$ cat config.mk
export PLATFORM = sky130hd
export DESIGN_NAME = multdiv_sequencer
export DESIGN_NICKNAME = d
export VERILOG_FILES = /design/src/rtl/multdiv_pkg.sv /design/src/rtl/multdiv_wait_ctr.sv /design/src/rtl/multdiv_sequencer.sv
export SDC_FILE = /design/constraint.sdc
export NUM_CORES = 1
export LEC_CHECK = 0
export BUFFER_PORTS_ARGS = -buffer_cell sky130_fd_sc_hd__buf_4
export CAP_MARGIN = 25
export CORE_ASPECT_RATIO = 0.7
export CORE_MARGIN = 3
export CORE_UTILIZATION = 51
export CTS_BUF_LIST = sky130_fd_sc_hd__clkbuf_2
export DETAILED_ROUTE_END_ITERATION = 10
export GPL_ROUTABILITY_DRIVEN = 1
export GPL_TIMING_DRIVEN = 0
export PLACE_DENSITY = 0.91
export SLEW_MARGIN = 20
export SYNTH_ARGS = -nofsm -noshare
export SYNTH_HDL_FRONTEND = slang
export SYNTH_SLANG_ARGS = --single-unit
$ cat constraint.sdc
create_clock -name clock -period 4.16 [get_ports clock]
set_input_delay 0.624 -clock clock [delete_from_list [all_inputs] [get_ports clock]]
set_output_delay 0.624 -clock clock [all_outputs]
set_load 0.02 [all_outputs]
$ cat src/rtl/multdiv_pkg.sv
// Shared definitions for the multiply/divide sequencer.
//   state_t : sequencer FSM encoding (also exported on the debug port)
//   OP_*    : encoding of req_op
package multdiv_pkg;

  typedef enum logic [1:0] {
    ST_IDLE  = 2'd0,
    ST_START = 2'd1,
    ST_WAIT  = 2'd2,
    ST_DONE  = 2'd3
  } state_t;

  localparam logic OP_MULT = 1'b0;
  localparam logic OP_DIV  = 1'b1;

endpackage

$ cat src/rtl/multdiv_wait_ctr.sv
// Saturating wait counter used to bound how long the sequencer waits for a
// unit to report ready.
//   clock, reset_n : clock / async active-low reset
//   clear          : synchronous clear to 0 (wins over enable)
//   enable         : count up by one, saturating at TIMEOUT
//   terminal       : count == TIMEOUT-1 (abort point)
module multdiv_wait_ctr #(
  parameter int CNT_W   = 6,
  parameter int TIMEOUT = 40
) (
  input  logic clock,
  input  logic reset_n,
  input  logic clear,
  input  logic enable,
  output logic terminal
);

  localparam logic [CNT_W-1:0] LIMIT = CNT_W'(TIMEOUT);
  localparam logic [CNT_W-1:0] TERM  = CNT_W'(TIMEOUT - 1);

  logic [CNT_W-1:0] count_q;

  always_ff @(posedge clock or negedge reset_n) begin
    if (!reset_n) begin
      count_q <= '0;
    end else if (clear) begin
      count_q <= '0;
    end else if (enable && (count_q != LIMIT)) begin
      count_q <= count_q + 1'b1;
    end
  end

  assign terminal = (count_q == TERM);

endmodule

$ cat src/rtl/multdiv_sequencer.sv
// Sequences the shared iterative multiplier and divider for the pipeline.
// Accepts one request, latches its operands, pulses the selected unit's
// start, waits (bounded) for its ready, and returns the captured response.
//   clock, reset_n          : clock / async active-low reset
//   req_*                   : request from execute (req_ready back)
//   flush                   : kills any in-flight operation
//   unit_a, unit_b          : latched operands, driven to both units
//   mult_start, div_start   : one-cycle start pulse to the selected unit
//   mult_*/div_* rdy/result/exc : unit outputs
//   resp_*                  : response to writeback (resp_ready back)
//   stall                   : high whenever the sequencer is busy
//   dbg_state               : current FSM state
//
// Handshakes: a transfer happens on a rising edge where valid && ready are
// both high. The producer holds valid and its payload stable until the
// transfer; the consumer may drive ready independently of valid.
module multdiv_sequencer
  import multdiv_pkg::*;
#(
  parameter int WIDTH   = 32,
  parameter int RD_W    = 5,
  parameter int TIMEOUT = 40,
  parameter int CNT_W   = 6
) (
  input  logic             clock,
  input  logic             reset_n,
  input  logic             req_valid,
  input  logic             req_op,
  input  logic [WIDTH-1:0] req_a,
  input  logic [WIDTH-1:0] req_b,
  input  logic [RD_W-1:0]  req_rd,
  output logic             req_ready,
  input  logic             flush,
  output logic [WIDTH-1:0] unit_a,
  output logic [WIDTH-1:0] unit_b,
  output logic             mult_start,
  output logic             div_start,
  input  logic             mult_rdy,
  input  logic             div_rdy,
  input  logic [WIDTH-1:0] mult_result,
  input  logic [WIDTH-1:0] div_result,
  input  logic             mult_exc,
  input  logic             div_exc,
  output logic             resp_valid,
  input  logic             resp_ready,
  output logic [WIDTH-1:0] resp_result,
  output logic             resp_exception,
  output logic             resp_timeout,
  output logic [RD_W-1:0]  resp_rd,
  output logic             stall,
  output state_t           dbg_state
);

  state_t           state_q, state_d;
  logic [WIDTH-1:0] a_q, b_q, result_q;
  logic             op_q, exc_q, timeout_q;
  logic [RD_W-1:0]  rd_q;

  logic accept, capture_rdy, capture_to, ctr_clear, ctr_en, ctr_term;
  logic sel_rdy, sel_exc;
  logic [WIDTH-1:0] sel_result;

  // Only the unit that owns the current op is ever looked at.
  assign sel_rdy    = (op_q == OP_DIV) ? div_rdy    : mult_rdy;
  assign sel_exc    = (op_q == OP_DIV) ? div_exc    : mult_exc;
  assign sel_result = (op_q == OP_DIV) ? div_result : mult_result;

  // The counter is held clear in IDLE and runs from the START cycle on, so
  // the abort lands TIMEOUT cycles after the accept edge.
  multdiv_wait_ctr #(
    .CNT_W   (CNT_W),
    .TIMEOUT (TIMEOUT)
  ) u_wait_ctr (
    .clock    (clock),
    .reset_n  (reset_n),
    .clear    (ctr_clear),
    .enable   (ctr_en),
    .terminal (ctr_term)
  );

  always_ff @(posedge clock or negedge reset_n) begin
    if (!reset_n) begin
      state_q <= ST_IDLE;
    end else begin
      state_q <= state_d;
    end
  end

  always_comb begin
    state_d     = state_q;
    accept      = 1'b0;
    capture_rdy = 1'b0;
    capture_to  = 1'b0;
    ctr_clear   = 1'b0;
    ctr_en      = 1'b0;
    case (state_q)
      ST_IDLE: begin
        ctr_clear = 1'b1;
        if (req_valid && !flush) begin
          accept  = 1'b1;
          state_d = ST_START;
        end
      end
      ST_START: begin
        // Unit ready is not looked at here: it may still be high from the
        // previous operation until the start pulse lands.
        ctr_en  = 1'b1;
        state_d = flush ? ST_IDLE : ST_WAIT;
      end
      ST_WAIT: begin
        ctr_en = 1'b1;
        if (flush) begin
          state_d = ST_IDLE;
        end else if (sel_rdy) begin
          // A ready arriving on the abort cycle still wins.
          capture_rdy = 1'b1;
          state_d     = ST_DONE;
        end else if (ctr_term) begin
          capture_to = 1'b1;
          state_d    = ST_DONE;
        end
      end
      ST_DONE: begin
        if (flush || resp_ready) begin
          state_d = ST_IDLE;
        end
      end
      default: state_d = ST_IDLE;
    endcase
  end

  always_ff @(posedge clock or negedge reset_n) begin
    if (!reset_n) begin
      a_q       <= '0;
      b_q       <= '0;
      op_q      <= OP_MULT;
      rd_q      <= '0;
      result_q  <= '0;
      exc_q     <= 1'b0;
      timeout_q <= 1'b0;
    end else begin
      if (accept) begin
        a_q  <= req_a;
        b_q  <= req_b;
        op_q <= req_op;
        rd_q <= req_rd;
      end
      if (capture_rdy) begin
        result_q  <= sel_result;
        exc_q     <= sel_exc;
        timeout_q <= 1'b0;
      end else if (capture_to) begin
        result_q  <= '0;
        exc_q     <= 1'b1;
        timeout_q <= 1'b1;
      end
    end
  end

  assign req_ready      = (state_q == ST_IDLE) && !flush;
  assign unit_a         = a_q;
  assign unit_b         = b_q;
  assign mult_start     = (state_q == ST_START) && (op_q == OP_MULT);
  assign div_start      = (state_q == ST_START) && (op_q == OP_DIV);
  assign resp_valid     = (state_q == ST_DONE);
  assign resp_result    = result_q;
  assign resp_exception = exc_q;
  assign resp_timeout   = timeout_q;
  assign resp_rd        = rd_q;
  assign stall          = (state_q != ST_IDLE);
  assign dbg_state      = state_q;

endmodule

==> impl_metrics.ini <==
[timing]
drv_slew = 0
rsz0062_at_grt = no
fmax_mhz = 419.8
fin_setup_tns_ns = 0
period_share_pct = 57.26
worstMarginPinSlew_ns = 0.5027
finalWorstSetupSlack_ns = 1.778
max_slew_margin_pct = 66.49
clock_skew_ns = 0.03793
setup_viol = 0
min_period_ns = 2.382
hold_viol_final = 0

[worst_setup_path]
reg2reg_depth = 8
critPathKind = reg -> out
arrival_ns = 1.76
crit_path_max_incr_delay_ns = 0.50
r2r_start = dbg_state[0]
start_kind = flip-flop
reg2reg_slack_ns = 2.22
critical_path_required_ns = 3.54
r2r-end = unit_a[29]
cp_slowest_cell = dfrtp_1
crit_path_end_kind = output pin
crit_buf_inv = 4
path_cells = inv_1 > ha_1 > buf_6 > inv_4 > nor2_1 > buf_4
worst_path_dominant_cell_family = flip-flops
path_max_fanout = 8

[routing]
first_pass_iters = 4
ant_nets = 0
drt_iter0_markers = 111
vias = 3675
wl_per_cell_um = 18.37
wirelength_um = 13190
vias_per_cell = 5.118
drc = 0

[clock_tree]
clk_pin_slew_ns = 0.30
clock-sinks = 112
root_buffer = clkbuf_2
clock_latency_ns = 0.58
htree_levels = 3
post_cts_buffers = 0
cts.path.max_buffers = 2
cts_tree = built
cts_buffers = 9

[min_path]
hold_end = unit_b[8]
hold_start = req_b[8]
hold_depth = 2
hp-class = in -> reg

[finish]
drive_gt1_share_pct = 60.61
multi_input_area_mm2 = 0.002037
final_cells = 718
diodes = 0
final_common_cell = buf_4
fillCellCount = 576
nets = 739
syn2layout_area_growth_pct = 42.83
final_util_pct = 77.56
ff_latch_area_mm2 = 0.002803
layout_common_cells = 255 x buf_4, 112 x dfrtp_1, 70 x mux2_4

[placed_design]
dp.final_hpwl_um = 10440
dp_cells = 700
port_buffers = 252
pre_cts_ws_ns = 2.254
globalplace.congestion = 0.8272

[power_and_ir_drop]
p_leak_uw = 0.003860
ir_worst_vdd_mv = 0.5007
powerDensity_mw_per_mm2 = 724.5

[floorplanning]
fp.dieW_um = 125.3
dieArea_mm2 = 0.01122
pin_count = 253
fp-row-count = 29
initial_core_util_pct = 54.30
fp.dieH_um = 89.53
core-area_mm2 = 0.009361

[job]
cap_viol_max_count = 0

[global_routing]
grt_pass1_wl_um = 19950
grt_max_degree = 113
grt_usage_pct = 22.83
grt_pass1_vias = 3902
antenna_found_initial = 0
grt_overflow_total = 0

[logic_synthesis]
ys.flop_type = dfrtp_1
netlist_instances = 324
yosysSeqAreaShare_pct = 55.13
yosys_warnings = 0
syn_area_mm2 = 0.005084
syn_nets = 474
ys_ff_latch = 112
synthArstFlopShare_pct = 100.0
syn_area_per_cell_um2 = 15.69
yosysUniqueCellTypes = 34
synth_edf_count = 0

[run_status]
run_status = finished, final reports clean
[power by group]
group          total, µW  leakage [µW]  switching [µW]  internal (µW)
sequential          1920       0.00138             329           1590
clock                422     0.0000596             339           83.2
combinational       2920       0.00242            1380           1540
total               5260       0.00386            2050           3210
[how the worst max path moves through the flow]
stage            startpoint         endpoint  slack [ns]  cells past startpoint
2_1_floorplan  dbg_state[0]             op_q        2.28                      8
3_3_place_gp          flush  resp_result[29]        2.27                      6
3_5_place_dp          flush  resp_result[29]        2.25                      6
4_1_cts                op_q        div_start        1.72                      4
5_1_grt                op_q        div_start        1.60                      4
6_report       dbg_state[0]        req_ready        1.78                      6
[cells by family (layout without fill, tap and decap cells)]
logic type	count (synthesis)	after routing	synth area share, %
compound gates	41	41	6.744
xor+xnor	3	3	0.5170
fa+ha+maj	7	7	1.723
buf+inv	25	295	4.799
flops	112	112	55.13
mux	106	106	27.84
simple gates	30	30	3.249
[timing repair]
item                                   in CTS  in global routing
endpoints found under the hold margin       0                 46
hold buffers                                0                  1
resized for setup                           0                  0
[layout make-up]
cell class	instances	area share [%]
clock inverter	5	0.4653
inverter	6	0.3446
buffer	19	3.016
timing repair buffer	254	26.62
multi-input combinational	187	28.05
tap	124	2.137
sequential	112	38.60
clock buffer	11	0.7582
[through the flow]
step / hold slack, ns / instance area, µm² / power, µW
6_report: 0.2361 / 7261 / 5260
5_1_grt: 0.1392 / 7261 / 5539
4_1_cts: 0.1189 / 7223 / 5304
3_5_place_dp: 0.4761 / 7134 / 4877
3_3_place_gp: 0.4748 / 7131 / 4769
2_1_floorplan: 0.3284 / 5084 / 3642
[routing by layer]
metal / track usage (%) / up-vias / share of wire (%)
li1: - / 1702 / -
met1: 26.77 / 1804 / 40
met2: 41.69 / 145 / 52
met3: 5.731 / 24 / 5.5
met4: 8.268 / 0 / 2.1
met5: 0 / - / 0
[flip-flops by register name (all words and copies together) (netlist names)]
name,flops
u_wait_ctr.count_q,6
unit_a,32
resp_timeout,1
dbg_state,2
op_q,1
resp_result,32
resp_rd,5
resp_exception,1
unit_b,32
[cells in the mapped netlist (3+ instances only)]
| master | number | area [µm²] |
|---|---|---|
| inv_1 | 5 | 18.77 |
| nand2b_1 | 4 | 25.02 |
| nand2_1 | 5 | 18.77 |
| buf_12 | 7 | 140.1 |
| ha_1 | 7 | 87.58 |
| dfrtp_1 | 112 | 2803 |
| o2bb2ai_1 | 32 | 280.3 |
| nor2_1 | 10 | 37.54 |
| mux2i_1 | 35 | 350.3 |
| buf_2 | 3 | 15.01 |
| buf_1 | 3 | 11.26 |
| mux2_4 | 70 | 1051 |
| buf_4 | 4 | 30.03 |
[worst reg2reg max path: stages, from the launching register on]
cell,delay (ns)
dfrtp_1,0.50
inv_1,0.13
ha_1,0.17
buf_6,0.14
inv_4,0.04
or2_1,0.23
buf_6,0.17
buf_12,0.17
mux2_4,0.31
Note: power is estimated with default switching activity, not from simulation.
